`src/rtl/air_hockey_pkg.sv`:
```
// Shared definitions for the air-hockey display blocks: screen geometry,
// colour constants, coordinate widths and the puck sequencer state encoding.
package air_hockey_pkg;

    localparam int SCREEN_W = 160;
    localparam int SCREEN_H = 120;

    // VGA adapter write-port widths
    localparam int X_W      = 8;
    localparam int Y_W      = 7;
    localparam int COLOUR_W = 3;

    localparam logic [COLOUR_W-1:0] BG_COLOUR   = 3'b000;
    localparam logic [COLOUR_W-1:0] PUCK_COLOUR = 3'b111;

    typedef enum logic [2:0] {
        IDLE,
        CLEAR,
        ERASE,
        UPDATE,
        DRAW,
        DONE
    } seq_state_t;

endpackage

```
`src/rtl/block_pixel_scanner.sv`:
```
// Walks the pixels of a 2**PUCK_LOG2 square in row-major order from a base
// corner, one pixel per cycle, after a single-cycle start pulse.
module block_pixel_scanner
    import air_hockey_pkg::*;
#(
    parameter int PUCK_LOG2 = 2
) (
    input  logic             clock,
    input  logic             reset_n,
    input  logic             start,
    input  logic [X_W-1:0]   base_x,
    input  logic [Y_W-1:0]   base_y,
    output logic [X_W-1:0]   x,
    output logic [Y_W-1:0]   y,
    output logic             active,
    output logic             last
);

    localparam int OFS_W = 2 * PUCK_LOG2;

    logic [OFS_W-1:0] offset;

    // The offset wraps back to zero naturally on the final pixel.
    always_ff @(posedge clock) begin
        if (!reset_n) begin
            active <= 1'b0;
            offset <= '0;
        end else if (start) begin
            active <= 1'b1;
            offset <= '0;
        end else if (active) begin
            offset <= offset + 1'b1;
            if (last) begin
                active <= 1'b0;
            end
        end
    end

    always_comb begin
        last = active && (offset == {OFS_W{1'b1}});
        x    = base_x + X_W'(offset[PUCK_LOG2-1:0]);
        y    = base_y + Y_W'(offset[OFS_W-1:PUCK_LOG2]);
    end

endmodule

```
`src/rtl/puck_frame_sequencer.sv`:
```
// Frame-tick consumer: acknowledges each tick, erases the puck, steps it with
// wall bounce, and redraws it through the VGA adapter write port.
module puck_frame_sequencer
    import air_hockey_pkg::*;
#(
    parameter int                   SCREEN_W    = air_hockey_pkg::SCREEN_W,
    parameter int                   SCREEN_H    = air_hockey_pkg::SCREEN_H,
    parameter int                   PUCK_LOG2   = 2,
    parameter int                   X_INIT      = 78,
    parameter int                   Y_INIT      = 58,
    parameter logic [COLOUR_W-1:0]  BG_COLOUR   = air_hockey_pkg::BG_COLOUR,
    parameter logic [COLOUR_W-1:0]  PUCK_COLOUR = air_hockey_pkg::PUCK_COLOUR
) (
    input  logic                 clock,
    input  logic                 reset_n,
    input  logic                 enable,
    input  logic                 frame_tick,
    output logic                 frame_clear,
    output logic [X_W-1:0]       x,
    output logic [Y_W-1:0]       y,
    output logic [COLOUR_W-1:0]  colour,
    output logic                 plot,
    output logic [X_W-1:0]       puck_x,
    output logic [Y_W-1:0]       puck_y,
    output logic                 busy,
    output logic                 overrun
);

    localparam int             PSZ   = 1 << PUCK_LOG2;
    localparam logic [X_W-1:0] X_MAX = X_W'(SCREEN_W - PSZ);
    localparam logic [Y_W-1:0] Y_MAX = Y_W'(SCREEN_H - PSZ);

    seq_state_t state;
    seq_state_t state_next;

    logic tick_d;
    logic tick_rise;
    logic dir_x;   // 1 = moving right
    logic dir_y;   // 1 = moving down

    logic                scan_start;
    logic [X_W-1:0]      scan_x;
    logic [Y_W-1:0]      scan_y;
    logic                scan_active;
    logic                scan_last;

    logic [X_W-1:0]      x_hold;
    logic [Y_W-1:0]      y_hold;
    logic [COLOUR_W-1:0] colour_hold;
    logic [COLOUR_W-1:0] colour_now;

    assign tick_rise = frame_tick & ~tick_d;

    // One scanner serves both passes; the base switches to the new position
    // at the end of UPDATE, so ERASE sees the old corner and DRAW the new one.
    block_pixel_scanner #(
        .PUCK_LOG2 (PUCK_LOG2)
    ) u_scanner (
        .clock   (clock),
        .reset_n (reset_n),
        .start   (scan_start),
        .base_x  (puck_x),
        .base_y  (puck_y),
        .x       (scan_x),
        .y       (scan_y),
        .active  (scan_active),
        .last    (scan_last)
    );

    // NOTE: sequential state uses non-blocking assignments so every register
    // samples pre-edge values regardless of statement order.
    always_ff @(posedge clock) begin
        if (!reset_n) begin
            state       <= IDLE;
            tick_d      <= 1'b0;
            puck_x      <= X_W'(X_INIT);
            puck_y      <= Y_W'(Y_INIT);
            dir_x       <= 1'b1;
            dir_y       <= 1'b1;
            x_hold      <= '0;
            y_hold      <= '0;
            colour_hold <= '0;
        end else begin
            state  <= state_next;
            tick_d <= frame_tick;

            if (plot) begin
                x_hold      <= scan_x;
                y_hold      <= scan_y;
                colour_hold <= colour_now;
            end

            if (state == UPDATE) begin
                if (dir_x && (puck_x == X_MAX)) begin
                    dir_x  <= 1'b0;
                    puck_x <= puck_x - 1'b1;
                end else if (!dir_x && (puck_x == '0)) begin
                    dir_x  <= 1'b1;
                    puck_x <= X_W'(1);
                end else begin
                    puck_x <= dir_x ? puck_x + 1'b1 : puck_x - 1'b1;
                end

                if (dir_y && (puck_y == Y_MAX)) begin
                    dir_y  <= 1'b0;
                    puck_y <= puck_y - 1'b1;
                end else if (!dir_y && (puck_y == '0)) begin
                    dir_y  <= 1'b1;
                    puck_y <= Y_W'(1);
                end else begin
                    puck_y <= dir_y ? puck_y + 1'b1 : puck_y - 1'b1;
                end
            end
        end
    end

    // NOTE: every output of this block gets a default first, so no path
    // through the case statement can infer a latch.
    always_comb begin
        state_next = state;
        scan_start = 1'b0;
        case (state)
            IDLE: begin
                if (tick_rise && enable) begin
                    state_next = CLEAR;
                end
            end
            CLEAR: begin
                scan_start = 1'b1;
                state_next = ERASE;
            end
            ERASE: begin
                if (scan_last) begin
                    state_next = UPDATE;
                end
            end
            UPDATE: begin
                scan_start = 1'b1;
                state_next = DRAW;
            end
            DRAW: begin
                if (scan_last) begin
                    state_next = DONE;
                end
            end
            DONE: begin
                state_next = IDLE;
            end
            default: begin
                state_next = IDLE;
            end
        endcase
    end

    // Pixel port shows the live scan while plotting, else the last pixel written.
    always_comb begin
        busy        = (state != IDLE);
        frame_clear = (state == CLEAR);
        overrun     = tick_rise && busy;
        plot        = scan_active;
        colour_now  = (state == DRAW) ? PUCK_COLOUR : BG_COLOUR;
        x           = plot ? scan_x     : x_hold;
        y           = plot ? scan_y     : y_hold;
        colour      = plot ? colour_now : colour_hold;
    end

endmodule

```
`config.mk`:
```
export PLATFORM = sky130hd
export DESIGN_NAME = puck_frame_sequencer
export DESIGN_NICKNAME = d
export VERILOG_FILES = /design/src/rtl/air_hockey_pkg.sv /design/src/rtl/block_pixel_scanner.sv /design/src/rtl/puck_frame_sequencer.sv
export SDC_FILE = /design/constraint.sdc
export NUM_CORES = 1
export LEC_CHECK = 0
export CAP_MARGIN = 40
export CORE_UTILIZATION = 55
export CTS_BUF_LIST = sky130_fd_sc_hd__clkbuf_16
export CTS_CLUSTER_DIAMETER = 50
export DETAILED_ROUTE_END_ITERATION = 10
export PLACE_DENSITY = 0.8
export SETUP_SLACK_MARGIN = 0.1
export SKIP_LAST_GASP = 1
export SYNTH_ARGS = -nofsm -noshare
export SYNTH_HDL_FRONTEND = slang
export SYNTH_SLANG_ARGS = --single-unit
```
`constraint.sdc`:
```
create_clock -name clock -period 6.4 [get_ports clock]
set_input_delay 1.28 -clock clock [delete_from_list [all_inputs] [get_ports clock]]
set_output_delay 1.28 -clock clock [all_outputs]
set_load 0.005 [all_outputs]
```
==> flow_summary.ini <==
[grt]
grt_max_degree = 34
grt_overflow_total = 0
antenna_found_initial = 0
grt_usage = 0.261
grt_pass1_vias = 2338
grt_first_pass_wirelength_um = 10900

[clock_tree]
cts_made_buffers = 5
hold_buffers = 0
clock_sinks = 44
cts_max_path_buffers = 2
clock_tree.root_cell = clkbuf_16
insertion_delay_ps = 280
cts_tree = done
cts_resized = 0
postCtsSetupRepairBufs = 0
htreeDepth = 2
clk_pin_slew_worst_paths_ps = 60

[power_and_ir_drop]
ir_worst_vdd_mv = 0.178
cellPowerDensity_nw_per_um2 = 188
p_total_uw = 625
p_seq_frac = 0.458
p_clk_frac = 0.457
p_sw_uw = 133
power_switching_share = 0.212
intPower_uw = 492
combPwrFrac = 0.086
power.leakage_nw = 1.18

[logic_synthesis]
synth-edff-count = 0
syn_area_per_cell_um2 = 8.12
yosys_warnings = 0
synth-seq-cells = 44
post-synth-top-count-cell = dfxtp_1
synth_seq_area_share = 0.316
synth.area.top_cells = dfxtp_1, ha_1, a21oi_1
netlist_instances = 343
synth_fp_nets = 360
ys.flop_type = dfxtp_1
synth_async_sr_flop_share = 0
netlist_area_um2 = 2780
synth_top_cell_area_share = 0.316
synth_top_area_cell = dfxtp_1
synthTopCellsByCount = dfxtp_1, nor2_1, a21oi_1
ys_types = 55

[routing]
routed_wl_um = 6540
first_iter_violations = 212
ant_nets = 0
num_vias = 2586
detail_route.wl_per_cell_um = 15.2
dr.pass1.iters = 5
vias_per_cell = 6.01
drc = 0

[floorplan]
rows = 25
design.core.area_um2 = 4790
dieArea_um2 = 5350
num_io_pins = 41
dieHeight_um = 73.1
start_util = 0.582
die_w_um = 73.1

[sta]
fin_worst_skew_ps = 3.85
fmax_mhz = 255
rsz0062_at_grt = false
max_slew_margin = 0.434
tightest_slew_ps = 842
tns_ps = 0
timing.final.crit_period_ps = 3920
hold_viol = 0
slew_violations = 0
finalCritPeriodShare = 0.613
setup_viol = 0

[finish]
drive_gt1_frac = 0.0468
n_antenna_cell = 0
syn_to_final_growth_pct = 19.1
finalNetCount = 379
fin_cells = 430
fillers = 381
fin_util = 0.693

[critical_path]
r2r-start = puck_x[1]$_SDFFE_PN1P_
critPathSlowestCell = dfxtp_1
path_class = reg -> out
crit_chain = inv_1 -> fa_1 -> nor3b_1 -> xnor2_1 -> a21oi_1 -> clkdlybuf4s50_1
crit_end = x[6]
endpoint_kind = output pin
cp_max_fo = 14
crit_start = puck_x[1]$_SDFFE_PN1P_
r2r_cells = 6
max_stage_delay_ps = 600
cp.arrival_ps = 2640
critical_path_required_ps = 5120
regToRegEndpoint = puck_x[4]$_SDFFE_PN0P_
startpoint_type = flop
r2r_slack_ps = 3990

[min_path]
hold_path_class = reg -> reg

[place]
hpwl_um = 4380
gp_congestion = 0.901
dp_cells = 422
port_buffers = 40

[status]
status = completed

[job]
maxCapViolations = 0
## layer usage
metal  vias to the layer above  global-route usage  wire [um]
li1                       1277                   -          -
met1                      1202               0.343       2920
met5                         -                   0          0
met4                         0               0.102         98
met3                        11              0.0428        412
met2                        96               0.426       3110
## cells by family after synthesis
logic type                 share of synthesized area
AOI/OAI and AO/OA                              0.197
buffers and inverters                         0.0715
xor gates and xnor gates                      0.0503
and+or+nand+nor                                0.263
DFF                                            0.316
muxes                                         0.0378
adders and majority gates                     0.0638
## placed cells by master, fill, tap and decap left out, types with 8 or more instances in the layout
master,Yosys,final
a21oi_1,23,23
nand4_1,8,8
ha_1,11,11
xor2_1,8,8
a211oi_1,11,11
nor2_1,27,27
clkdlybuf4s50_1,0,40
nand3_1,10,10
inv_1,14,15
nor3_1,8,8
xnor2_1,8,8
and2_1,14,14
o21ai_0,14,14
dfxtp_1,44,44
nand2_1,18,18
## state kept, by name (all words and copies together), names as in the netlist, 3 cells and up
signal / count
x_hold: 8
puck_x: 8
y_hold: 7
puck_y: 7
colour_hold: 3
u_scanner.offset: 4
state: 3
## cell type report
type | count | area (um2) | area share
Inverter | 14 | 52.6 | 0.0158
Clock buffer | 5 | 125 | 0.0377
Sequential cell | 44 | 881 | 0.266
Tap cell | 67 | 83.8 | 0.0253
Clock inverter | 3 | 38.8 | 0.0117
Multi-Input combinational cell | 254 | 1700 | 0.514
Timing Repair Buffer | 43 | 430 | 0.130
## worst min path at each step
stage / start / to / depth (start not counted)
6_report: y_hold[5]$_SDFF_PN0_ / y_hold[5]$_SDFF_PN0_ / 2
5_1_grt: y_hold[5]$_SDFF_PN0_ / y_hold[5]$_SDFF_PN0_ / 2
4_1_cts: x_hold[7]$_SDFF_PN0_ / x_hold[7]$_SDFF_PN0_ / 2
3_5_place_dp: y_hold[5]$_SDFF_PN0_ / y_hold[5]$_SDFF_PN0_ / 2
3_3_place_gp: y_hold[3]$_SDFF_PN0_ / y_hold[3]$_SDFF_PN0_ / 2
2_1_floorplan: x_hold[3]$_SDFF_PN0_ / x_hold[3]$_SDFF_PN0_ / 2
## worst max-delay path, delay by kind of cell, from the launching register on
kind | cells | cell delay (ps)
buf+inv | 2 | 710
fa+ha+maj | 1 | 510
simple gates | 1 | 270
flops | 1 | 600
xor+xnor | 1 | 110
compound gates | 1 | 150
## power by group through the flow
stage               Combinational (mW)  Clock, mW  Sequential (mW)
floorplan                       0.0296          0            0.289
global placement                0.0520          0            0.292
detailed placement              0.0534          0            0.292
CTS                             0.0539      0.290            0.286
global route                    0.0591      0.303            0.287
finish                          0.0534      0.285            0.286
## stage by stage
stage          setup WS [ps]  hold slack, ps  instance area [um2]
2_1_floorplan           3330             494                 2780
3_3_place_gp            2720             506                 3140
3_5_place_dp            2680             521                 3150
4_1_cts                 2480             530                 3320
5_1_grt                 2290             545                 3320
6_report                2480             529                 3320
No activity file was read; power rests on OpenSTA's default activity.
